`src/rtl/bus_switch_pkg.sv`:
```
// Shared MUSB switch definitions: FSM encodings, default watchdog limit, index-width helpers.
// Pure declarations; no latency or backpressure of its own.
package bus_switch_pkg;

  typedef enum logic [1:0] {
    IDLE   = 2'd0,
    ACTIVE = 2'd1,
    DERR   = 2'd2
  } state_e;

  localparam int DEFAULT_TIMEOUT = 256;

  function automatic int clog2(input int v);
    int r;
    r = 0;
    while ((1 << r) < v) r++;
    return r;
  endfunction

  // Index fields are kept at least one bit wide so single-port builds stay legal.
  function automatic int idx_w(input int n);
    return (n > 1) ? clog2(n) : 1;
  endfunction

endpackage

```
`src/rtl/bus_switch_if.sv`:
```
// MUSB interconnect signal bundle: per-master request/response lanes plus the shared slave-side bus.
// Wires only; timing and backpressure are set by whoever drives each modport.
interface bus_switch_if #(
  parameter int NMASTERS = 2,
  parameter int NSLAVES  = 2,
  parameter int DW       = 32,
  parameter int AW       = 32
);

  logic [NMASTERS*AW-1:0]     master_address;
  logic [NMASTERS*DW-1:0]     master_data_i;
  logic [NMASTERS*(DW/8)-1:0] master_wr;
  logic [NMASTERS-1:0]        master_enable;
  logic [NMASTERS*DW-1:0]     master_data_o;
  logic [NMASTERS-1:0]        master_ready;
  logic [NMASTERS-1:0]        master_error;

  logic [NSLAVES*DW-1:0]      slave_data_i;
  logic [NSLAVES-1:0]         slave_ready;
  logic [NSLAVES-1:0]         slave_error;
  logic [AW-1:0]              slave_address;
  logic [DW-1:0]              slave_data_o;
  logic [DW/8-1:0]            slave_wr;
  logic [NSLAVES-1:0]         slave_enable;

  modport master (
    output master_address, master_data_i, master_wr, master_enable,
    input  master_data_o, master_ready, master_error
  );

  modport slave (
    input  slave_address, slave_data_o, slave_wr, slave_enable,
    output slave_data_i, slave_ready, slave_error
  );

  modport sw (
    input  master_address, master_data_i, master_wr, master_enable,
    output master_data_o, master_ready, master_error,
    input  slave_data_i, slave_ready, slave_error,
    output slave_address, slave_data_o, slave_wr, slave_enable
  );

endinterface

```
`src/rtl/bus_switch_rr_arbiter.sv`:
```
// Round-robin pick of the first requester strictly after 'last', wrapping upward.
// Purely combinational; requests are never acknowledged here, only indexed.
module rr_arbiter
  import bus_switch_pkg::*;
#(
  parameter  int N  = 2,
  localparam int LW = idx_w(N)
) (
  input  logic [N-1:0]  req,
  input  logic [LW-1:0] last,
  output logic [LW-1:0] gnt_idx,
  output logic          valid
);

  logic [LW-1:0] cand;

  always_comb begin
    gnt_idx = '0;
    valid   = 1'b0;
    cand    = '0;
    for (int i = 1; i <= N; i++) begin
      cand = LW'((int'(last) + i) % N);
      if (!valid && req[cand]) begin
        valid   = 1'b1;
        gnt_idx = cand;
      end
    end
  end

endmodule

```
`src/rtl/bus_switch.sv`:
```
// NMASTERS x NSLAVES MUSB switch: round-robin arbitration, lowest-index address decode, watchdog.
// One cycle added latency; one IDLE cycle between transactions; unserved masters hold enable and wait.
module bus_switch
  import bus_switch_pkg::*;
#(
  parameter int                    NMASTERS   = 2,
  parameter int                    NSLAVES    = 2,
  parameter int                    DW         = 32,
  parameter int                    AW         = 32,
  parameter logic [NSLAVES*AW-1:0] MATCH_ADDR = '0,
  parameter logic [NSLAVES*AW-1:0] MATCH_MASK = '0,
  parameter int                    TIMEOUT    = DEFAULT_TIMEOUT
) (
  input  logic     clk,
  input  logic     rst_n,
  bus_switch_if.sw bus
);

  localparam int MW = idx_w(NMASTERS);
  localparam int SW = idx_w(NSLAVES);
  localparam int BW = DW / 8;

  state_e          state_q, state_d;
  logic [MW-1:0]   grant_q, grant_d;
  logic [MW-1:0]   last_q, last_d;
  logic [SW-1:0]   sel_q, sel_d;
  logic [15:0]     cnt_q, cnt_d;

  logic [MW-1:0]   arb_idx;
  logic            arb_vld;
  logic [AW-1:0]   req_addr;
  logic            hit;
  logic [SW-1:0]   hit_idx;

  logic [NMASTERS-1:0] rdy, err;
  logic [NSLAVES-1:0]  sen;
  logic [AW-1:0]       s_addr;
  logic [DW-1:0]       s_wdat;
  logic [BW-1:0]       s_wr;

  rr_arbiter #(.N(NMASTERS)) u_arb (
    .req     (bus.master_enable),
    .last    (last_q),
    .gnt_idx (arb_idx),
    .valid   (arb_vld)
  );

  assign req_addr = bus.master_address[arb_idx*AW +: AW];

  // Descending scan so the lowest matching index is the one left standing.
  always_comb begin
    hit     = 1'b0;
    hit_idx = '0;
    for (int s = NSLAVES - 1; s >= 0; s--) begin
      if ((req_addr & MATCH_MASK[s*AW +: AW]) == MATCH_ADDR[s*AW +: AW]) begin
        hit     = 1'b1;
        hit_idx = SW'(s);
      end
    end
  end

  always_ff @(posedge clk or negedge rst_n) begin
    if (!rst_n) begin
      state_q <= IDLE;
      grant_q <= '0;
      last_q  <= MW'(NMASTERS - 1);
      sel_q   <= '0;
      cnt_q   <= '0;
    end else begin
      state_q <= state_d;
      grant_q <= grant_d;
      last_q  <= last_d;
      sel_q   <= sel_d;
      cnt_q   <= cnt_d;
    end
  end

  always_comb begin
    state_d = state_q;
    grant_d = grant_q;
    last_d  = last_q;
    sel_d   = sel_q;
    cnt_d   = cnt_q;
    rdy     = '0;
    err     = '0;
    sen     = '0;
    s_addr  = '0;
    s_wdat  = '0;
    s_wr    = '0;
    case (state_q)
      IDLE: begin
        if (arb_vld) begin
          grant_d = arb_idx;
          last_d  = arb_idx;
          sel_d   = hit ? hit_idx : '0;
          cnt_d   = '0;
          state_d = hit ? ACTIVE : DERR;
        end
      end
      ACTIVE: begin
        sen[sel_q] = 1'b1;
        s_addr     = bus.master_address[grant_q*AW +: AW];
        s_wdat     = bus.master_data_i[grant_q*DW +: DW];
        s_wr       = bus.master_wr[grant_q*BW +: BW];
        // A master dropping enable abandons the transfer silently.
        if (!bus.master_enable[grant_q]) begin
          state_d = IDLE;
        end else if (bus.slave_error[sel_q]) begin
          err[grant_q] = 1'b1;
          state_d      = IDLE;
        end else if (bus.slave_ready[sel_q]) begin
          rdy[grant_q] = 1'b1;
          state_d      = IDLE;
        end else if (cnt_q == 16'(TIMEOUT - 1)) begin
          err[grant_q] = 1'b1;
          state_d      = IDLE;
        end else begin
          cnt_d = cnt_q + 16'd1;
        end
      end
      DERR: begin
        err[grant_q] = 1'b1;
        state_d      = IDLE;
      end
      default: state_d = IDLE;
    endcase
  end

  assign bus.master_ready  = rdy;
  assign bus.master_error  = err;
  assign bus.master_data_o = {NMASTERS{bus.slave_data_i[sel_q*DW +: DW]}};
  assign bus.slave_enable  = sen;
  assign bus.slave_address = s_addr;
  assign bus.slave_data_o  = s_wdat;
  assign bus.slave_wr      = s_wr;

endmodule

```
`src/flat_wrapper.sv`:
```
// flat-port wrapper written by rule: the top's interface ports become plain ports
module bus_switch_flat import bus_switch_pkg::*;
#(
  parameter int                    NMASTERS   = 2,
  parameter int                    NSLAVES    = 2,
  parameter int                    DW         = 32,
  parameter int                    AW         = 32,
  parameter logic [NSLAVES*AW-1:0] MATCH_ADDR = '0,
  parameter logic [NSLAVES*AW-1:0] MATCH_MASK = '0,
  parameter int                    TIMEOUT    = DEFAULT_TIMEOUT
)
  (clk, rst_n, bus_master_address, bus_master_data_i, bus_master_wr, bus_master_enable, bus_master_data_o, bus_master_ready, bus_master_error, bus_slave_data_i, bus_slave_ready, bus_slave_error, bus_slave_address, bus_slave_data_o, bus_slave_wr, bus_slave_enable);
  bus_switch_if #(.NMASTERS(NMASTERS), .NSLAVES(NSLAVES), .DW(DW), .AW(AW)) bus_i ();
  input  logic clk;
  input  logic rst_n;
  input wire logic [$bits(bus_i.master_address)-1:0] bus_master_address;
  input wire logic [$bits(bus_i.master_data_i)-1:0] bus_master_data_i;
  input wire logic [$bits(bus_i.master_wr)-1:0] bus_master_wr;
  input wire logic [$bits(bus_i.master_enable)-1:0] bus_master_enable;
  output wire logic [$bits(bus_i.master_data_o)-1:0] bus_master_data_o;
  output wire logic [$bits(bus_i.master_ready)-1:0] bus_master_ready;
  output wire logic [$bits(bus_i.master_error)-1:0] bus_master_error;
  input wire logic [$bits(bus_i.slave_data_i)-1:0] bus_slave_data_i;
  input wire logic [$bits(bus_i.slave_ready)-1:0] bus_slave_ready;
  input wire logic [$bits(bus_i.slave_error)-1:0] bus_slave_error;
  output wire logic [$bits(bus_i.slave_address)-1:0] bus_slave_address;
  output wire logic [$bits(bus_i.slave_data_o)-1:0] bus_slave_data_o;
  output wire logic [$bits(bus_i.slave_wr)-1:0] bus_slave_wr;
  output wire logic [$bits(bus_i.slave_enable)-1:0] bus_slave_enable;
  assign bus_i.master_address = bus_master_address;
  assign bus_i.master_data_i = bus_master_data_i;
  assign bus_i.master_wr = bus_master_wr;
  assign bus_i.master_enable = bus_master_enable;
  assign bus_master_data_o = bus_i.master_data_o;
  assign bus_master_ready = bus_i.master_ready;
  assign bus_master_error = bus_i.master_error;
  assign bus_i.slave_data_i = bus_slave_data_i;
  assign bus_i.slave_ready = bus_slave_ready;
  assign bus_i.slave_error = bus_slave_error;
  assign bus_slave_address = bus_i.slave_address;
  assign bus_slave_data_o = bus_i.slave_data_o;
  assign bus_slave_wr = bus_i.slave_wr;
  assign bus_slave_enable = bus_i.slave_enable;
  bus_switch #(.NMASTERS(NMASTERS), .NSLAVES(NSLAVES), .DW(DW), .AW(AW), .MATCH_ADDR(MATCH_ADDR), .MATCH_MASK(MATCH_MASK), .TIMEOUT(TIMEOUT)) u_core (.clk(clk), .rst_n(rst_n), .bus(bus_i));
endmodule
```
`config.mk`:
```
export PLATFORM = sky130hd
export DESIGN_NAME = bus_switch_flat
export DESIGN_NICKNAME = d
export VERILOG_FILES = /design/src/rtl/bus_switch_pkg.sv /design/src/rtl/bus_switch_if.sv /design/src/rtl/bus_switch_rr_arbiter.sv /design/src/rtl/bus_switch.sv /design/src/flat_wrapper.sv
export SDC_FILE = /design/constraint.sdc
export NUM_CORES = 1
export LEC_CHECK = 0
export CAP_MARGIN = 20
export CORE_AREA = 5 5 131 133
export DETAILED_ROUTE_END_ITERATION = 7
export DIE_AREA = 0 0 136 138
export MAX_ROUTING_LAYER = met4
export SYNTH_ARGS = -nofsm -noshare
export SYNTH_HDL_FRONTEND = slang
export SYNTH_SLANG_ARGS = --single-unit
export TNS_END_PERCENT = 50
```
`constraint.sdc`:
```
create_clock -name clk -period 3.5 [get_ports clk]
set_input_delay 0.7 -clock clk [delete_from_list [all_inputs] [get_ports clk]]
set_output_delay 0.7 -clock clk [all_outputs]
set_load 0.02 [all_outputs]
```
**Word-level counts from Yosys, hierarchy flattened**

Index checks and enable logic that the tools add are counted.

- Register bits after elaboration: 20
- Word-level logic and storage cells: 68
- Bits of input ports: 208

- $lt $le $gt $ge: 4
- Mux-type cells: 37
- Reductions and logical operators: 8
- Equal/unequal tests: 9
- Add/sub/neg operators: 3
- Shift operators: 3

Operators with widths:

| operator | number |
|---|---|
| 64-bit by 7-bit indexed part select with 32-bit output | 2 |
| 16-bit 2-to-1 mux | 5 |
| 32-bit 2-to-1 mux | 2 |
| 16-bit one-hot mux with 2 select lines | 1 |
| 2-bit 2-to-1 mux | 13 |
| 16-bit by 1-bit adder with 16-bit output (second input constant) | 1 |
| 16-bit by 8-bit == test with 1-bit output (second input constant) | 1 |
| 1-bit 2-to-1 mux | 12 |
| 2-bit one-hot mux with 2 select lines | 2 |
| 8-bit by 4-bit indexed part select with 4-bit output | 1 |
| 1-bit by 2-bit less-than comparator with 1-bit output (second input constant) | 3 |
| 2-bit != test (second input constant) | 3 |
| 6-bit AND reduction | 1 |
| 5-bit != test (second input constant) | 1 |
| 4-bit 2-to-1 mux | 1 |
| 2-bit by 1-bit != test with 1-bit output (second input constant) | 2 |
| 2-bit AND reduction | 2 |
| 1-bit adder (second input constant) | 2 |
| 2-bit by 1-bit == test with 1-bit output (second input constant) | 1 |
| 2-bit == test (second input constant) | 1 |
| 1-bit logical AND | 2 |
| 2-bit logical NOT | 1 |
| 2-bit nonzero test | 1 |
| 1-bit demux with 1-bit select | 1 |
| 2 further kinds | 2 |

**Logic depth before layout (Yosys ltp)**

- Depth after elaboration: 9
- Gate-level depth with buffers: 8
- Depth with buffers taken out: 5

**Hierarchy**

A second synthesis with hierarchy kept.

- Cells, all modules: 357
- Area total of the unflattened synthesis: 2915.3 um^2

By module, submodules not included:

| module | area an instance (um^2) | cells each | times used |
|---|---|---|---|
| bus_switch | 2901.5 | 355 | 1 |
| rr_arbiter | 13.8 | 2 | 1 |

**Least setup slack after synthesis**

No wires, ideal clock.

- Path type: flip-flop to output port
- From: register u_core.cnt_q[8]
- To: output bus_master_error[0]
- Cell stages (with the launch flop): 7
- Arrival: 1.875 ns
- Setup slack: 0.925 ns
- Path buffers: 2
- Cell sequence: dfrtp_1 nor4_1 and4_4 buf_6 buf_6 a21oi_1 nor3b_1

- Cells in the longest elaborated chain, start to end: 6

Ends and longest elaborated chain:

| item | line | text |
|---|---|---|
| start, declared | bus_switch.sv:27 | `logic [15:0] cnt_q, cnt_d;` |
| start signal, assigned | bus_switch.sv:74 | `cnt_q <= cnt_d;` |
| 16-bit by 8-bit == test with 1-bit output | bus_switch.sv:114 | `end else if (cnt_q == 16'(TIMEOUT - 1)) begin` |
| 2-bit 2-to-1 mux | bus_switch.sv:114 |  |
| 2-bit 2-to-1 mux | bus_switch.sv:111 | `end else if (bus.slave_ready[sel_q]) begin` |
| 2-bit 2-to-1 mux | bus_switch.sv:108 | `end else if (bus.slave_error[sel_q]) begin` |
| 2-bit 2-to-1 mux | bus_switch.sv:106 | `if (!bus.master_enable[grant_q]) begin` |
| 2-bit one-hot mux with 2 select lines | bus_switch.sv:90 | `case (state_q)` |
| end, declared | flat_wrapper.sv:22 | `output wire logic [$bits(bus_i.master_error)-1:0] bus_master_error;` |

No other way between the ends.

**Final worst setup path**

- From: register u_core.cnt_q[8]
- To: output bus_master_error[1]

The elaborated chain is that of the path after synthesis.

==> flow_summary_export.csv <==
group,metric,value,unit
layout,final_common_cell,"clkdlybuf4s50_1",
cts,htreeDepth,1,
layout,seqCellArea,482,µm²
timing,skew,1.66,ps
worst_hold_path,worst_hold_startpoint,"u_core.last_q$_DFFE_PN1P_",
timing,fin_crit,3240,ps
timing,slew_headroom,41.8,%
drt,drt_iter0_markers,117,
critical_path,critPathSlowestCell,"clkdlybuf4s50_1",
yosys,synth_nets,545,
layout,syn2layout_area_growth,71.1,%
critical_path,r2r_start,"u_core.state_q[0]$_DFFE_PN0P_",
place,portBuffers,214,
global_routing,grt_pass1_wl,15.8,mm
layout,drive_above_1_share,5.02,%
cts,hold_buffers,0,
yosys,ys_ff_latch,19,
critical_path,end_kind,"output pin",
drt,routed_wl,10.6,mm
layout,multi_input_area,1700,µm²
critical_path,worstPathCellList,"nor4_1 -> and4_4 -> a21oi_1 -> nor3b_1 -> clkdlybuf4s50_1",
yosys,synth_flop_cell,"dfrtp_1",
critical_path,ff2ff_setup_slack,1010,ps
cts,path_clk_slew,60,ps
cts,cts_tree,"done",
global_routing,antenna_found_initial,0,
drt,drcViolationCount,0,
timing,period_share,92.6,%
yosys,yosysSeqAreaShare,17.1,%
layout,layout_common_cells,"214 x clkdlybuf4s50_1, 68 x mux2i_1, 68 x nor2b_1",
drt,vias,2797,
timing,rsz0062_at_grt,"no",
cts,clk_path_buf_depth,2,
die,die-area,18800,µm²
cts,clkLatencyLatePin,250,ps
worst_hold_path,holdPathStages,2,
timing,whs,488,ps
power,peakVddDrop,0.169,mV
global_routing,grt_pass1_vias,2787,
yosys,synth_cell_types,43,
cts,post_cts_buffers,0,
die,initial_core_util,17.8,%
yosys,synth-edff-count,0,
cts,cts_resized,0,
run,drv_cap,0,
timing,slew_violations,0,
die,die_w,136,µm
global_routing,grt-ovfl-total,0,
yosys,synthCells,336,
power,p_leak,1.88,nW
timing,hold_violations,0,
die,row_count,46,
layout,nets,688,
critical_path,critPathMaxStageDelay,630,ps
die,design.core.area,15700,µm²
yosys,yosys_warnings,0,
critical_path,critical_path.max_fanout,21,
cts,root_buffer,"clkbuf_16",
die,num_io_pins,346,
cts,cts_buffers,3,
timing,fmaxAchievable,309,MHz
yosys,avgSynthCellArea,8.30,µm²
yosys,synthArstFlopShare,100,%
place,gp_congestion,0.753,
critical_path,crit_buf_inv,1,
drt,first_pass_iters,4,
drt,avgRoutedWirePerCell,15.3,µm
drt,detail_route.vias_per_cell,4.03,
layout,antenna_cells,0,
die,die_y,138,µm
critical_path,reg2reg_to,"u_core.cnt_q[15]$_DFFE_PN0P_",
worst_hold_path,hp-class,"reg2reg",
status,status,"complete, no violations",
timing,worstMarginPinSlew,870,ps
worst_hold_path,hold-path-endpoint,"u_core.last_q$_DFFE_PN1P_",
critical_path,cp.arrival,2540,ps
timing,fin_setup_tns,0,ps
layout,fillers,1627,
critical_path,reg2reg_depth,5,
critical_path,start_kind,"flip-flop",
power,power_density,400,nW/µm²
drt,antenna_left,0,
yosys,synth_area,2790,µm²
cts,cts.sinks,19,
place,dp_hpwl,8.74,mm
global_routing,grt.total_usage,10.6,%
timing,setup_violations,0,
critical_path,crit_type,"reg2out",
global_routing,grt_max_degree,48,
critical_path,crit_family,"simple AND/OR/NAND/NOR gates",
critical_path,worstPathRequired,2800,ps
[cell families after synthesis]
family | Yosys count | share of synthesized area (%)
adder cells (fa/ha/maj) | 1 | 0.448
buffers and inverters | 91 | 22.0
flip-flops | 19 | 17.1
AO/OA/AOI/OAI | 34 | 7.71
multiplexers | 69 | 24.9
AND/OR/NAND/NOR | 121 | 27.7
other | 1 | 0.134
[through the flow]
stage / cell area, µm² / worst slack [ps] / std cells / utilization [%] / power (mW)
after global routing: 4770 / 122 / 694 / 30.4 / 2.02
after floorplan: 2790 / 925 / 336 / - / 1.15
final: 4770 / 261 / 694 / 30.4 / 1.91
after detailed placement: 4700 / 557 / 690 / 29.9 / 1.70
after global placement: 4700 / 590 / 690 / 29.9 / 1.68
after CTS: 4770 / 266 / 694 / 30.4 / 1.94
[power by group]
| part | internal [mW] | switching, mW | total, mW |
|---|---|---|---|
| sequential | 0.246 | 0.110 | 0.356 |
| combinational | 0.745 | 0.571 | 1.32 |
| clock | 0.155 | 0.0846 | 0.240 |
| total | 1.15 | 0.766 | 1.91 |
[sequential cells by signal, summed over array words and instances (netlist names)]
signal,count
u_core.grant_q,1
u_core.last_q,1
u_core.state_q,1
u_core.cnt_q,16
[routing by layer]
metal	wire length, µm	global-route usage (%)	vias up
li1	-	-	1389
met1	3980	11.2	1258
met2	5300	19.0	137
met3	1220	3.59	13
met4	116	2.18	0
met5	0	-	-
[cells in the mapped netlist, types with 2 or more instances]
| cell | number | area share [%] |
|---|---|---|
| nor2_1 | 4 | 0.54 |
| nand4_1 | 5 | 1.1 |
| nor3b_1 | 3 | 0.81 |
| a31oi_1 | 4 | 0.90 |
| nand2b_1 | 4 | 0.90 |
| buf_6 | 3 | 1.2 |
| and4_4 | 2 | 0.81 |
| nor2b_1 | 68 | 15 |
| buf_1 | 3 | 0.40 |
| nand4_2 | 2 | 0.90 |
| buf_4 | 65 | 17 |
| inv_1 | 6 | 0.81 |
| nand2_1 | 7 | 0.94 |
| or4_1 | 8 | 2.2 |
| nand3_1 | 6 | 1.1 |
| dfrtp_1 | 18 | 16 |
| mux2i_1 | 68 | 24 |
| clkbuf_1 | 9 | 1.2 |
| o21ai_0 | 4 | 0.72 |
| buf_2 | 5 | 0.90 |
| o31ai_1 | 8 | 2.2 |
| a21oi_1 | 11 | 2.0 |
| and4_1 | 2 | 0.63 |
| nor4_1 | 2 | 0.45 |
[worst min-delay path, delay by kind of cell (launching register included)]
kind,cells,cell delay (ps)
flip-flops,1,370
AO/OA/AOI/OAI,1,70
AND/OR/NAND/NOR,1,50
[area by class of cell]
class                           count  share of cell area [%]
Tap cell                          216                    5.66
Clock buffer                        4                    1.65
Multi-Input combinational cell    226                    35.6
Sequential cell                    19                    10.1
Inverter                            6                   0.472
Timing Repair Buffer              223                    46.5
[how the worst max path moves through the flow]
stage | from | end | slack (ps) | depth (start not counted)
floorplan | u_core.cnt_q[8]$_DFFE_PN0P_ | bus_master_error[0] | 930 | 6
global placement | u_core.cnt_q[9]$_DFFE_PN0P_ | bus_master_error[0] | 590 | 5
detailed placement | u_core.cnt_q[8]$_DFFE_PN0P_ | bus_master_error[0] | 560 | 5
CTS | u_core.cnt_q[8]$_DFFE_PN0P_ | bus_master_error[0] | 270 | 5
global route | u_core.cnt_q[8]$_DFFE_PN0P_ | bus_master_error[0] | 120 | 5
finish | u_core.cnt_q[8]$_DFFE_PN0P_ | bus_master_error[1] | 260 | 5
Power figures use the tool's default switching activity.
